==> src/rtl/seg7_scan_capture.sv <==
// Receive side of a multiplexed 7-segment display: recovers the BCD digits being shown
// by waiting for each digit to dwell stably, then publishes the full value as one frame.
module seg7_scan_capture #(
    parameter int NUM_DIGITS    = 4,
    parameter int STABLE_CYCLES = 4
) (
    input  logic                    clk,
    input  logic                    rst_n,
    input  logic [6:0]              seg_n,
    input  logic [NUM_DIGITS-1:0]   an_n,
    output logic [4*NUM_DIGITS-1:0] digits_out,
    output logic [NUM_DIGITS-1:0]   digit_err,
    output logic                    frame_valid,
    output logic                    multi_err
);

    localparam int CW = $clog2(STABLE_CYCLES + 1);
    localparam int IW = (NUM_DIGITS > 1) ? $clog2(NUM_DIGITS) : 1;
    localparam logic [CW-1:0] CNT_MAX = CW'(STABLE_CYCLES);

    localparam logic ST_SCAN    = 1'b0;
    localparam logic ST_PUBLISH = 1'b1;

    logic [6:0]              s_seg, p_seg;
    logic [NUM_DIGITS-1:0]   s_an, p_an;
    logic [CW-1:0]           cnt, cnt_next;
    logic [NUM_DIGITS-1:0]   mask, mask_next, cap_bit;
    logic [4*NUM_DIGITS-1:0] shadow_code;
    logic [NUM_DIGITS-1:0]   shadow_err;
    logic                    state, state_next;

    logic [3:0]              code;
    logic                    illegal;
    logic [NUM_DIGITS-1:0]   low;
    logic                    sel_valid, sel_blank, same, capture;
    logic [IW-1:0]           sel_idx;

    always_comb begin
        illegal = 1'b0;
        case (s_seg)
            7'b0000001: code = 4'h0;
            7'b1001111: code = 4'h1;
            7'b0010010: code = 4'h2;
            7'b0000110: code = 4'h3;
            7'b1001100: code = 4'h4;
            7'b0100100: code = 4'h5;
            7'b0100000: code = 4'h6;
            7'b0001111: code = 4'h7;
            7'b0000000: code = 4'h8;
            7'b0001100: code = 4'h9;
            7'b1111111: code = 4'hF;
            default: begin
                code    = 4'hE;
                illegal = 1'b1;
            end
        endcase
    end

    // A select is usable only when exactly one enable is low; more than one is a fault.
    always_comb begin
        low       = ~s_an;
        sel_blank = (low == '0);
        sel_valid = !sel_blank && ((low & (low - 1'b1)) == '0);
        sel_idx   = '0;
        for (int i = 0; i < NUM_DIGITS; i++) begin
            if (low[i]) sel_idx = IW'(i);
        end
    end

    always_comb begin
        same = (s_seg == p_seg) && (s_an == p_an);
        if (!sel_valid)
            cnt_next = '0;
        else if (!same)
            cnt_next = CW'(1);
        else if (cnt == CNT_MAX)
            cnt_next = cnt;
        else
            cnt_next = cnt + 1'b1;
        capture = sel_valid && (cnt_next == CNT_MAX) && (cnt != CNT_MAX);
        cap_bit = capture ? (NUM_DIGITS'(1) << sel_idx) : '0;
    end

    // The publish cycle clears the mask, but a capture landing there starts the next frame.
    always_comb begin
        mask_next  = ((state == ST_PUBLISH) ? '0 : mask) | cap_bit;
        state_next = ST_SCAN;
        if (state == ST_SCAN && (&mask_next))
            state_next = ST_PUBLISH;
    end

    always_ff @(posedge clk or negedge rst_n) begin
        if (!rst_n) begin
            s_seg       <= '1;
            s_an        <= '1;
            p_seg       <= '1;
            p_an        <= '1;
            cnt         <= '0;
            mask        <= '0;
            shadow_code <= '1;
            shadow_err  <= '0;
            state       <= ST_SCAN;
            digits_out  <= '1;
            digit_err   <= '0;
            frame_valid <= 1'b0;
            multi_err   <= 1'b0;
        end else begin
            s_seg       <= seg_n;
            s_an        <= an_n;
            p_seg       <= s_seg;
            p_an        <= s_an;
            cnt         <= cnt_next;
            mask        <= mask_next;
            state       <= state_next;
            multi_err   <= !sel_valid && !sel_blank;
            frame_valid <= (state == ST_PUBLISH);
            if (capture) begin
                shadow_code[sel_idx*4 +: 4] <= code;
                shadow_err[sel_idx]         <= illegal;
            end
            if (state == ST_PUBLISH) begin
                digits_out <= shadow_code;
                digit_err  <= shadow_err;
            end
        end
    end

endmodule

==> config.mk <==
export PLATFORM = sky130hd
export DESIGN_NAME = seg7_scan_capture
export DESIGN_NICKNAME = d
export VERILOG_FILES = /design/src/rtl/seg7_scan_capture.sv
export SDC_FILE = /design/constraint.sdc
export NUM_CORES = 1
export LEC_CHECK = 0
export ABC_AREA = 1
export ABC_CLOCK_PERIOD_IN_PS = 1600
export BUFFER_PORTS_ARGS = -buffer_cell sky130_fd_sc_hd__buf_2
export CAP_MARGIN = 20
export CORE_MARGIN = 3
export CORE_UTILIZATION = 40
export CTS_CLUSTER_DIAMETER = 30
export CTS_CLUSTER_SIZE = 16
export DETAILED_ROUTE_END_ITERATION = 6
export SLEW_MARGIN = 20
export SYNTH_ARGS = -nofsm -noshare
export SYNTH_HDL_FRONTEND = slang
export SYNTH_SLANG_ARGS = --single-unit
export TNS_END_PERCENT = 20
==> constraint.sdc <==
create_clock -name clk -period 1.6 [get_ports clk]
set_input_delay 0.08 -clock clk [delete_from_list [all_inputs] [get_ports clk]]
set_output_delay 0.08 -clock clk [all_outputs]
set_load 0.03 [all_outputs]
==> results.txt <==
The run finished, with violations left. The final reports fail on setup timing. For the fraction of the yosys area taken by sequential cells, the log shows 0.590.

In the post-synthesis netlist, the cell with the most instances is sky130_fd_sc_hd__nand2_1. The detail route stage leaves a number of antenna-violating nets equal to 0. The final-layout worst hold slack is 292 ps, and the DRC violation count after routing is 0.

CTS built an H-tree with a depth of 3. For the pin with the worst max-slew slack, the measured transition is 422 ps. Final critical path time including I/O delays and setup: 1840 ps.

The aggregate global-route resource usage came out at 0.156. The logs give 0 for the final-report hold violation count and 0 for the initial antenna violation count. The area share of the largest cell type after synthesis works out to 0.448. The floorplan step defined a die boundary enclosing 9020 sq um. The tools report the CTS sink count as 72.

The tools report the category of the worst setup path launch point as a flip-flop. The tools report the net total in the final layout as 465. After synthesis the netlist holds a flip-flop and latch count of 72. The average instance in the mapped netlist occupies 9.07 sq um.

Port buffer count: 34. Starting utilization of the core area: 0.425. The number of placed I/O pins came out at 35.

For this design the ratio of total power to cell area is 883 nW/um^2. The proportion of register bits with asynchronous set or reset after synthesis works out to 1.00. The primary flip-flop cell chosen by synthesis mapping is sky130_fd_sc_hd__dfstp_2. In this run the critical register-to-register path is launched from s_seg[4]$_DFF_PN1_. Dividing the detail-routed via count by the number of cells gives 4.46.

By area the synthesized netlist is led by sky130_fd_sc_hd__dfstp_2 (45%), sky130_fd_sc_hd__nand2_1 (17%), sky130_fd_sc_hd__dfrtp_1 (14%). The run gives 0 as the antenna diode count. The net switching fraction of the power was 0.232. The final-report max-slew violation count came out at 0. The worst clock skew is 8.03 ps, and the register-to-register path setup slack is -240 ps. The via total after detailed routing is 2452.

The synthesized netlist occupies a cell area of 3170 sq um. The tools report the number of detailed-route iterations in the first pass as 4. Clock latency on the worst-skew pair, taken at its later pin, is 350 ps. TritonCTS built the clock tree. Once detailed placement completed, the half-perimeter wirelength came to 4.17 mm. The busiest layer in global routing was met2. In this run the power spent charging and discharging nets is 876 uW. The run gives 3.78 mW as the post-layout total power. The clock buffer count from CTS came out at 9. The depth of the worst register-to-register path came out at 12. Setup repair after global routing could not meet its margin everywhere.

Measured along the x axis, the die boundary spans 95.0 microns. By count the netlist is led by sky130_fd_sc_hd__nand2_1 (141), sky130_fd_sc_hd__dfstp_2 (54), sky130_fd_sc_hd__inv_1 (30), sky130_fd_sc_hd__nor2_1 (24), sky130_fd_sc_hd__dfrtp_1 (18). The area growth from synthesis to layout works out to 35.0%.

Met1 routing resource usage after global routing: 0.177. The largest fanout of any net on the critical path came out at 5. The path category of the worst min-delay check was in2async. The filler cells instantiated in the layout total 685.

The tools report the slack of the critical path as -240 ps. The internal portion of the total power is 2.90 mW. Yosys printed 0 warnings. The core region is 7450 sq um. In this run the core area contains 31 standard-cell rows. Global routing finished with a remaining overflow of 0.

Across the run, the number of max-cap violations was 0. The synthesized design contains 0 enable-type register cells. The total non-filler cell area in the finished layout came out at 4280 sq um.

The run gives 0.716 as the worst relative slew slack. Post-route setup TNS: -4210 ps. The run gives 0.505 as the share of power burned in registers. Synthesis instantiated 26 different standard cells from the library. In this run the critical register-to-register path is captured at shadow_code[1]$_DFFE_PN1P_.

The global-route met3 utilization is 0.0677, and the clock edge transition at the registers on the reported setup and hold paths is 80 ps. The cell type contributing the most total cell area after synthesis was sky130_fd_sc_hd__dfstp_2. For this design the static power due to leakage is 2.11 nW.

The largest net degree at the start of global routing was 73. The run gives 2431 as the number of global-route vias before repair. The floorplan step set the die height to 95.0 microns. The critical setup path kind is reg2reg. Weighted congestion reported at the end of routability-driven placement: 0.838.

Global-route met2 utilization: 0.268. Fraction of final layout cells with drive strength greater than 1: 0.450. After detailed routing, the average wire length per cell comes to 11.4 microns. The part of the total power dissipated in combinational logic is 0.084, and the final clock period utilization by the worst path is 1.15.

The worst endpoint data arrival time is 2120 ps, and the cell count after synthesis is 349. The first global-routing pass estimated 10.7 mm of wire. In this run, the number of DRC markers left after iteration 0 of detailed routing was 80. No sink is reached through more buffers than the 2 on the longest clock path. Based on the critical path, the design can be clocked at up to 544 MHz. The placed instances occupy a cell area of 3700 sq um. The root buffer cell chosen for the clock tree is sky130_fd_sc_hd__clkbuf_8.

The worst setup path is captured at a flip-flop. The worst-case IR drop observed on VDD is 631 uV. STA puts the critical path data required time at 1880 ps.

Setup violations remaining at the end of the flow were counted as 27. Clock share of power: 0.411. The wire length reported by the detailed router came out at 6.24 mm. The tools report the post-synthesis net count as 368.
==> power by group through the flow <==
stage	combinational, mW	sequential (mW)	clock (mW)
floorplan	0.116	1.94	0
global placement	0.258	1.94	0
detailed placement	0.260	1.94	0
CTS	0.304	1.91	1.60
global route	0.355	1.91	1.70
finish	0.317	1.91	1.55
==> worst max-delay path, stage by stage, from the launching register on <==
cell                      delay, ps
sky130_fd_sc_hd__dfstp_2        570
sky130_fd_sc_hd__inv_2           40
sky130_fd_sc_hd__nand2_1         50
sky130_fd_sc_hd__nand2_1         50
sky130_fd_sc_hd__nor2_1          90
sky130_fd_sc_hd__nand2_1         90
sky130_fd_sc_hd__nor2_4         130
sky130_fd_sc_hd__nand3_4        110
sky130_fd_sc_hd__nor2_4         210
sky130_fd_sc_hd__nand3_4        120
sky130_fd_sc_hd__buf_4          180
sky130_fd_sc_hd__nand2_1         70
sky130_fd_sc_hd__o21ai_2         50
==> cells in the final DEF (no fill, tap or decap), types with 2 or more instances in the layout <==
cell and n:
sky130_fd_sc_hd__nor3_4 2, sky130_fd_sc_hd__xnor2_1 5, sky130_fd_sc_hd__nor2_4 2, sky130_fd_sc_hd__nor2_2 8, sky130_fd_sc_hd__nor2_1 18, sky130_fd_sc_hd__buf_6 2, sky130_fd_sc_hd__nand3_2 3, sky130_fd_sc_hd__ha_1 4
sky130_fd_sc_hd__a21oi_1 2, sky130_fd_sc_hd__nand2_1 132, sky130_fd_sc_hd__dfrtp_1 18, sky130_fd_sc_hd__o21ai_2 11, sky130_fd_sc_hd__buf_2 34, sky130_fd_sc_hd__clkbuf_8 9, sky130_fd_sc_hd__dlygate4sd3_1 12, sky130_fd_sc_hd__inv_1 29
sky130_fd_sc_hd__nand3_1 9, sky130_fd_sc_hd__buf_4 43, sky130_fd_sc_hd__nor3_2 4, sky130_fd_sc_hd__inv_2 5, sky130_fd_sc_hd__nand2_2 13, sky130_fd_sc_hd__o21ai_0 3, sky130_fd_sc_hd__clkbuf_1 2, sky130_fd_sc_hd__nand3_4 5
sky130_fd_sc_hd__o21ai_1 9, sky130_fd_sc_hd__dfstp_2 54, sky130_fd_sc_hd__bufinv_16 2
==> flip-flops by register name, indices dropped and copies added (netlist names) <==
register,flops
s_an,4
shadow_err,4
cnt,3
shadow_code,16
digit_err,4
state,1
p_an,4
digits_out,16
s_seg,7
multi_err,1
mask,4
frame_valid,1
p_seg,7
==> worst max path at each step <==
stage,start,endpoint,slack (ps),depth (start not counted)
after global routing,s_seg[0]$_DFF_PN1_,shadow_code[0]$_DFFE_PN1P_,-390,12
after detailed placement,s_seg[4]$_DFF_PN1_,state$_DFF_PN0_,-250,13
after floorplan,s_seg[4]$_DFF_PN1_,shadow_err[2]$_DFFE_PN0P_,-70,12
after CTS,s_seg[4]$_DFF_PN1_,state$_DFF_PN0_,-250,12
after global placement,s_seg[4]$_DFF_PN1_,state$_DFF_PN0_,-210,13
final,s_seg[4]$_DFF_PN1_,shadow_code[1]$_DFFE_PN1P_,-240,12
==> layout make-up <==
cell class,instances,area (sq um),share of cell area
Timing Repair Buffer,92,656,0.153
Inverter,34,128,0.0298
Multi-Input combinational cell,237,1290,0.301
Clock inverter,5,81.3,0.0190
Tap cell,99,124,0.0290
Clock buffer,11,131,0.0307
Sequential cell,72,1870,0.437
==> stage by stage <==
step	instances	setup slack, ps	util
floorplan	349	-72.9	-
global placement	511	-207	0.497
detailed placement	511	-252	0.497
CTS	548	-248	0.561
global route	550	-394	0.574
finish	550	-240	0.574
==> routing by layer <==
layer	vias up	wire length (microns)
met3	7	276
met5	-	0
met1	1134	2750
met2	39	3160
li1	1272	-
met4	0	53
==> timing repair <==
item,4_1_cts,5_1_grt
gates resized for setup,24,22
hold buffers,12,0
setup endpoints to repair,25,28
cloned,1,0
setup buffers,8,2
endpoints found under the hold margin,29,0
pin swaps,8,6
==> cell families (layout without fill, tap and decap cells) <==
kind of cell / count (synthesis) / in the layout / synth area share
adders and majority gates: 6 / 6 / 0.0237
and+or+nand+nor: 200 / 200 / 0.267
xor gates and xnor gates: 6 / 6 / 0.0166
AOI/OAI and AO/OA: 25 / 25 / 0.0502
DFF: 72 / 72 / 0.590
buffers and inverters: 40 / 142 / 0.0522
No activity file was read; power rests on OpenSTA's default activity.
